--- config.mk ---
export PLATFORM = sky130hd
export DESIGN_NAME = miriscv_lsu_rdata_align
export DESIGN_NICKNAME = d
export VERILOG_FILES = /design/src/rtl/miriscv_lsu_pkg.sv /design/src/rtl/miriscv_lsu_rdata_align.sv
export SDC_FILE = /design/constraint.sdc
export NUM_CORES = 1
export LEC_CHECK = 0
export ABC_AREA = 1
export BUFFER_PORTS_ARGS = -buffer_cell sky130_fd_sc_hd__buf_4
export CORE_ASPECT_RATIO = 1.5
export CORE_MARGIN = 3
export CORE_UTILIZATION = 35
export DETAILED_ROUTE_END_ITERATION = 10
export MAX_ROUTING_LAYER = met4
export PLACE_DENSITY = 0.76
export SLEW_MARGIN = 20
export SYNTH_ARGS = -nofsm -noshare
export SYNTH_HDL_FRONTEND = slang
export SYNTH_SLANG_ARGS = --single-unit
--- constraint.sdc ---
create_clock -name vclk -period 1.99
set_input_delay 0.199 -clock vclk [all_inputs]
set_output_delay 0.199 -clock vclk [all_outputs]
set_load 0.005 [all_outputs]
--- src/rtl/miriscv_lsu_pkg.sv ---
//------------------------------------------------------------------------------
// Module : miriscv_lsu_pkg
// Brief  : Shared encodings and helpers for the miriscv load-store unit.
// Rev    : 1.0 - initial release
//------------------------------------------------------------------------------
`default_nettype none

package miriscv_lsu_pkg;

  localparam logic [2:0] LDST_B  = 3'd0;
  localparam logic [2:0] LDST_H  = 3'd1;
  localparam logic [2:0] LDST_W  = 3'd2;
  localparam logic [2:0] LDST_BU = 3'd4;
  localparam logic [2:0] LDST_HU = 3'd5;

  localparam int unsigned TIMEOUT_CYCLES_DEFAULT = 255;

  typedef enum logic [1:0] {
    IDLE = 2'd0,
    WAIT = 2'd1,
    DONE = 2'd2
  } lsu_state_e;

  // Unknown size codes and accesses crossing their natural alignment are rejected.
  function automatic logic lsu_access_illegal(input logic [2:0] size, input logic [1:0] offset);
    logic illegal;
    case (size)
      LDST_B, LDST_BU: illegal = 1'b0;
      LDST_H, LDST_HU: illegal = offset[0];
      LDST_W:          illegal = (offset != 2'b00);
      default:         illegal = 1'b1;
    endcase
    return illegal;
  endfunction

endpackage

`default_nettype wire

--- src/rtl/miriscv_lsu_rdata_align.sv ---
//------------------------------------------------------------------------------
// Module : miriscv_lsu_rdata_align
// Brief  : Moves the addressed load lane to bit 0 and sign/zero-extends it.
// Rev    : 1.0 - initial release
//------------------------------------------------------------------------------
`default_nettype none

module miriscv_lsu_rdata_align
  import miriscv_lsu_pkg::*;
(
  input  logic [31:0] rdata,
  input  logic [1:0]  offset,
  input  logic [2:0]  size,
  output logic [31:0] data
);

  logic [31:0] w_shifted;

  always_comb begin
    w_shifted = rdata >> {offset, 3'b000};
    case (size)
      LDST_B:  data = {{24{w_shifted[7]}},  w_shifted[7:0]};
      LDST_BU: data = {24'd0,               w_shifted[7:0]};
      LDST_H:  data = {{16{w_shifted[15]}}, w_shifted[15:0]};
      LDST_HU: data = {16'd0,               w_shifted[15:0]};
      default: data = w_shifted;
    endcase
  end

endmodule

`default_nettype wire

## Word level (Yosys, flattened, before mapping)

Cells that the tools add are included.

| word-level totals | value |
|---|---|
| register bits after elaboration | 0 |
| word-level logic and storage cells | 6 |

| cells by class | value |
|---|---|
| equality and inequality tests | 3 |
| shift-type cells | 1 |
| mux-type cells | 1 |
| reductions and logical operators | 1 |

Operators by type and width:

| operator | number |
|---|---|
| 32-bit case mux with 4 select lines | 1 |
| 32-bit by 5-bit right shift with 32-bit output | 1 |
| 3-bit equality test (second input constant) | 2 |
| 3-bit by 1-bit equality test with 1-bit output (second input constant) | 1 |
| 3-bit zero test | 1 |

## Depth between registers and ports, before layout

Gate-level depths: netlist of the first run.

| logic depth | value |
|---|---|
| depth in word-level cells | 2 |
| gate-level depth with buffers | 8 |

## Least setup slack after synthesis of the first run

OpenSTA, ideal clock, no wires.

| timing | value |
|---|---|
| kind | input -> output |
| start point | input port offset[0] |
| end point | output port data[10] |
| arrival time | 0.919 ns |
| data required time | 1.791 ns |
| slack | 0.872 ns |
| stages on the path | 8 |
| buffers on the path | 3 |
| path through | buf_6 -> inv_4 -> buf_6 -> nand2_2 -> nand3_2 -> nand3_4 -> buf_6 -> nand2_1 |

| on the way | value |
|---|---|
| cells in the longest elaborated chain, start to end | 2 |

Ends and longest elaborated chain:

| item | RTL line | source |
|---|---|---|
| from (decl) | miriscv_lsu_rdata_align.sv:12 | `input logic [1:0] offset,` |
| 32-bit by 5-bit right shift with 32-bit output | miriscv_lsu_rdata_align.sv:20 | `w_shifted = rdata >> {offset, 3'b000};` |
| 32-bit case mux with 4 select lines | miriscv_lsu_rdata_align.sv:21 | `case (size)` |
| to (decl) | miriscv_lsu_rdata_align.sv:14 | `output logic [31:0] data` |

Every way passes these cells.

## Final worst setup path of the first run

| timing | value |
|---|---|
| start point | input port offset[0] |
| end point | output port data[26] |

The elaborated chain is that of the path after synthesis.

==> summary.txt, run 1 <==
Run status
  – Outcome: complete, no violations

Critical path
  – Max stage delay cell, worst path: nand3_2
  – Highest fanout seen on the critical path: 25
  – Arrival time of the worst setup path: 1410 ps
  – CP delay by family, top: simple AND/OR/NAND/NOR gates
  – Stage delay of the slowest cell on the critical path: 330 ps
  – Number of buffer and inverter instances along the worst setup path: 3
  – Critical Setup Path Class: in -> out
  – Startpoint Class: input pin
  – Crit end category: primary output
  – Critical Path, Cell by Cell: buf_4, inv_4, nand2_1, nand2_1, nand3_2, nand3_1, buf_4
  – Path length in cells of the critical path: 7
  – Destination of the critical timing path: data[26]
  – Source of the critical timing path: offset[0]
  – Critical path data required time: 1790 ps

Die
  – Area inside the core boundary: 2100 um2
  – Initial Util: 38.6%
  – Top-level port count: 69
  – Die width: 45.3 um
  – FP Rows: 20
  – Total Die Area: 2940 um2
  – DIE HEIGHT: 64.9 um

Layout
  – Diode insertion count for antenna repair: 0
  – Final-stage net count: 262
  – Num sequential: 0
  – Signed area change from the synthesized netlist to the final layout: 56.6%
  – Clock Buffer Count: 0
  – Reg area: 0 um2
  – Fraction of final layout cells sized beyond drive strength 1: 36.3%
  – Number of non-filler instances in the completed layout: 245
  – Utilization after layout: 60.4%
  – Cell area after layout: 1270 um2
  – # fillers: 240

Placed design
  – Worst slack after detailed placement: 390 ps
  – Cell count after placement: 245
  – Routability-driven placement congestion ratio: 0.834
  – Placement-stage cell area: 1270 um2
  – Estimated wirelength of the detail-placed design: 2.41 mm
  – IO buf count: 69

Clocking
  – Number of gates given a new drive strength after cts: 0
  – CTS Hold Buffers Added: 0
  – Post-CTS Setup Inserts: 0

GRT
  – Wire length of the first global-routing pass: 5.00 mm
  – Number of antenna violations at the first check in global routing: 0
  – Number of global-route vias before repair: 1,264
  – GRT overflow: 0
  – Pin count of the biggest net entering global routing: 30
  – Global router's overall resource usage: 21.4%

Yosys
  – Sequential cell area fraction in the yosys report: 0%
  – Synthesized area: 811 um2
  – Total nets after synthesis: 202
  – Synthesized area per cell: 4.91 um2
  – Ys Warns: 0
  – Cell count after synthesis: 165
  – Post-synth cell types: 16

Timing
  – Max_slew headroom: 73.0%
  – Min setup slack post-route: 382 ps
  – RSZ-0062 raised after global routing: no
  – Pins Over Slew Limit: 0
  – Highest attainable clock frequency: 0.622 GHz
  – Minimum period implied by the final worst setup slack: 1610 ps
  – WHS: 737 ps
  – Measured slew at the worst slew-check pin: 404 ps
  – Tcrit/Tclk final: 80.8%
  – Summed negative setup slack over all endpoints: 0 ps
  – Setup violations, final: 0
  – Hold violation count in the final report: 0

Pwr
  – Cell area power density: 250 nW/um2
  – Max IR drop VDD: 0.000121 V
  – Power, Total: 0.317 mW
  – Leak Pwr: 0.763 nW

Drt
  – Per-cell via count in the routed design: 5.36
  – Aggregate routed wire length: 3.10 mm
  – Count of antenna-violating nets left after detailed routing: 0
  – Iteration count of the initial detailed-routing pass: 4
  – Routed via count: 1,312
  – Post-DR wirelength/cell: 12.7 um
  – Detailed router's first-iteration violation count: 46
  – Final routed DRC violation total: 0

Hold path
  – Number of cells traversed by the worst hold path: 4
  – Min-Delay Startpoint: rdata[4]
  – Type of the worst min-delay path: in -> out

Run
  – Maxcap violations: 0
[cell families after synthesis]
kind of cell / Yosys count / synth area share [%]
simple gates: 105 / 59.1
compound gates: 36 / 22.5
buf+inv: 24 / 18.4
[how the worst min path moves through the flow]
stage	endpoint	slack, ps
5_1_grt	data[1]	750
3_3_place_gp	data[1]	740
4_1_cts	data[5]	740
2_1_floorplan	data[0]	500
6_report	data[4]	740
3_5_place_dp	data[27]	740
[cell usage in the layout, fill, tap and decap left out, drive strengths merged]
| master | synthesis | routed |
|---|---|---|
| nand3 | 32 | 32 |
| a21oi | 19 | 19 |
| inv | 10 | 10 |
| o21ai | 16 | 16 |
| buf | 13 | 72 |
| o211ai | 1 | 1 |
| and2 | 1 | 1 |
| nand2 | 60 | 60 |
| nor2 | 12 | 12 |
[worst min-delay path, cell delays in order]
cell and delay (ps):
buf_4 110, nand2_1 50, a21oi_1 50, buf_4 130
[layout make-up]
class | instances | area, um2 | area share, %
inverter | 10 | 40.0 | 3.15
multi-input combinational | 141 | 662 | 52.1
tap | 22 | 27.5 | 2.17
timing repair buffer | 72 | 541 | 42.6
[power by group]
part / switching, mW / internal, mW / leakage [nW] / total (mW)
clock network: 0 / 0 / 0 / 0
logic: 0.150 / 0.167 / 0.763 / 0.317
registers: 0 / 0 / 0 / 0
total: 0.150 / 0.167 / 0.763 / 0.317
[cells in the mapped netlist]
cell      instances  area share (%)
nand3_1          26              16
nor2_1           12             5.6
buf_4             1            0.93
o21ai_0          16             9.9
nand2_2           2             1.5
nand2_1          58              27
inv_4             1            0.77
buf_2             6             3.7
nand3_2           5             6.2
clkbuf_1          1            0.46
nand3_4           1             2.2
and2_1            1            0.77
o211ai_1          1            0.93
inv_1             9             4.2
buf_6             6             8.3
a21oi_1          19              12
[per-layer routing]
metal,vias to the layer above,GRT usage [%],part of all wire [%]
li1,658,-,-
met1,583,22.6,36
met2,67,42.4,56
met3,4,0,6.7
met4,0,3.66,1.1
met5,-,-,0
Power figures use the tool's default switching activity.
==> run 2, diff against run 1 <==
PLACE_DENSITY = 0.79   (was 0.76)
clock period = 1.43 ns   (was 1.99 ns; I/O delays follow)
==> run 2 against run 1 <==
Net effect: clock-buffer cell count unchanged; sequential share of layout area unchanged; total power up 44%; via count up 0.69%; wire length up 0.58%; hold slack worse by 110 ps; final area up 3.5%; first-iteration DRC count down 4.3%; die area unchanged; critical path depth down 1; largest cell class unchanged; largest power group unchanged.
==> summary.txt, run 2 (same netlist as run 1, synthesis figures left out) <==
Run
  – Maxcap violations: 0 (unchanged)

Critical path
  – Critical Setup Path Class: in -> out
  – Highest fanout seen on the critical path: 22 (-12%)
  – Startpoint Class: input pin
  – Number of buffer and inverter instances along the worst setup path: 3 (unchanged)
  – Critical path data required time: 1290 ps (-500 ps)
  – Crit end category: primary output
  – CP delay by family, top: simple AND/OR/NAND/NOR gates
  – Max stage delay cell, worst path: buf_4
  – Source of the critical timing path: offset[1]
  – Stage delay of the slowest cell on the critical path: 220 ps (-110 ps)
  – Critical Path, Cell by Cell: buf_4, inv_1, nand3_1, nand3_4, nand3_1, buf_4
  – Arrival time of the worst setup path: 1180 ps (-230 ps)

Drt
  – Detailed router's first-iteration violation count: 44 (-4.3%)
  – Post-DR wirelength/cell: 12.6 um (-0.64%)
  – Iteration count of the initial detailed-routing pass: 4 (unchanged)
  – Count of antenna-violating nets left after detailed routing: 0 (unchanged)
  – Aggregate routed wire length: 3.12 mm (+0.58%)
  – Routed via count: 1,321 (+0.69%)
  – Final routed DRC violation total: 0 (unchanged)
  – Per-cell via count in the routed design: 5.33 (-0.53%)

Timing
  – Measured slew at the worst slew-check pin: 376 ps (-27.2 ps)
  – Tcrit/Tclk final: 92.3%
  – Hold violation count in the final report: 0 (unchanged)
  – WHS: 625 ps (-112 ps)
  – Pins Over Slew Limit: 0 (unchanged)
  – Highest attainable clock frequency: 0.758 GHz
  – Minimum period implied by the final worst setup slack: 1320 ps
  – Summed negative setup slack over all endpoints: 0 ps (unchanged)
  – Setup violations, final: 0 (unchanged)
  – RSZ-0062 raised after global routing: no
  – Max_slew headroom: 74.8% (+1.8 points)

Die
  – DIE HEIGHT: 64.9 um (unchanged)
  – Initial Util: 38.6% (unchanged)
  – FP Rows: 20 (unchanged)
  – Top-level port count: 69 (unchanged)
  – Area inside the core boundary: 2100 um2 (unchanged)
  – Die width: 45.3 um (unchanged)
  – Total Die Area: 2940 um2 (unchanged)

Placed design
  – Estimated wirelength of the detail-placed design: 2.49 mm (+3.5%)
  – Placement-stage cell area: 1310 um2 (+2.8%)
  – Routability-driven placement congestion ratio: 0.874 (+4.8%)
  – IO buf count: 69 (unchanged)

Hold path
  – Destination of the worst hold path: data[1]
  – Type of the worst min-delay path: in -> out
  – Min-Delay Startpoint: rdata[1]
  – Number of cells traversed by the worst hold path: 4 (unchanged)

Layout
  – Utilization after layout: 62.6% (+2.1 points)
  – Diode insertion count for antenna repair: 0 (unchanged)
  – # fillers: 216 (-10%)
  – Most frequent standard cell in the layout excluding fill and tap cells: buf_4
  – Top library cells by usage in the layout, fill and taps aside: 74 x buf_4, 58 x nand2_1, 26 x nand3_1
  – Cell area after layout: 1320 um2 (+3.5%)
  – Fraction of final layout cells sized beyond drive strength 1: 37.2% (+0.85 points)
  – Reg area: 0 um2 (unchanged)
  – Final-stage net count: 265 (+1.1%)
  – Clock Buffer Count: 0 (unchanged)
  – Num sequential: 0 (unchanged)
  – Signed area change from the synthesized netlist to the final layout: 62.2%

Run status
  – Outcome: complete, no violations

Pwr
  – Cell area power density: 347 nW/um2 (+39%)
  – Max IR drop VDD: 0.000144 V (+19%)
  – Leak Pwr: 0.782 nW (+2.5%)
  – Power, Total: 0.456 mW (+44%)

GRT
  – Number of global-route vias before repair: 1,279 (+1.2%)
  – GRT overflow: 0 (unchanged)
  – Global router's overall resource usage: 21.8% (+0.33 points)
  – Pin count of the biggest net entering global routing: 26 (-13%)
  – Wire length of the first global-routing pass: 5.13 mm (+2.6%)
  – Number of antenna violations at the first check in global routing: 0 (unchanged)

Clocking
  – CTS Hold Buffers Added: 0 (unchanged)
  – Post-CTS Setup Inserts: 0 (unchanged)
run 2: area by class of cell:
type / instances / area (um2) / area share [%]
tap: 22 / 27.5 / 2.09
multi-input combinational: 141 / 669 / 50.9
inverter: 10 / 42.5 / 3.24
timing repair buffer: 75 / 576 / 43.8
run 2: metrics by stage:
step                std cells  setup WS (ps)
finish                    248            110
global route              248           10.6
CTS                       248           77.5
detailed placement        248          -5.21
global placement          248           28.8
floorplan                 165            424
run 2: tightest hold or removal path, stage by stage:
cell	delay [ps]
buf_4	110
nand2_1	50
a21oi_1	50
buf_4	130
run 2: how the worst max path moves through the flow:
stage,end,slack [ps],cells past startpoint
after floorplan,data[10],420,8
after global placement,data[28],30,6
after detailed placement,data[27],-5,7
after CTS,data[27],80,7
after global routing,data[27],10,6
final,data[27],110,6
run 2: where the power goes:
group / leakage, nW / total (mW) / internal, mW / switching (mW)
Sequential: 0 / 0 / 0 / 0
Clock: 0 / 0 / 0 / 0
Combinational: 0.782 / 0.456 / 0.243 / 0.213
run 2: timing repair:
item                       4_1_cts  5_1_grt
gates resized for setup          1        1
cloned                           0        0
setup endpoints to repair        2        4
run 2: metal layers:
metal	global-route usage [%]	vias to the layer above	part of all wire, %
met4	4.03	0	0.45
met3	0.556	2	7.5
met2	40.8	59	56
met5	-	-	0
met1	24.6	595	36
li1	-	665	-
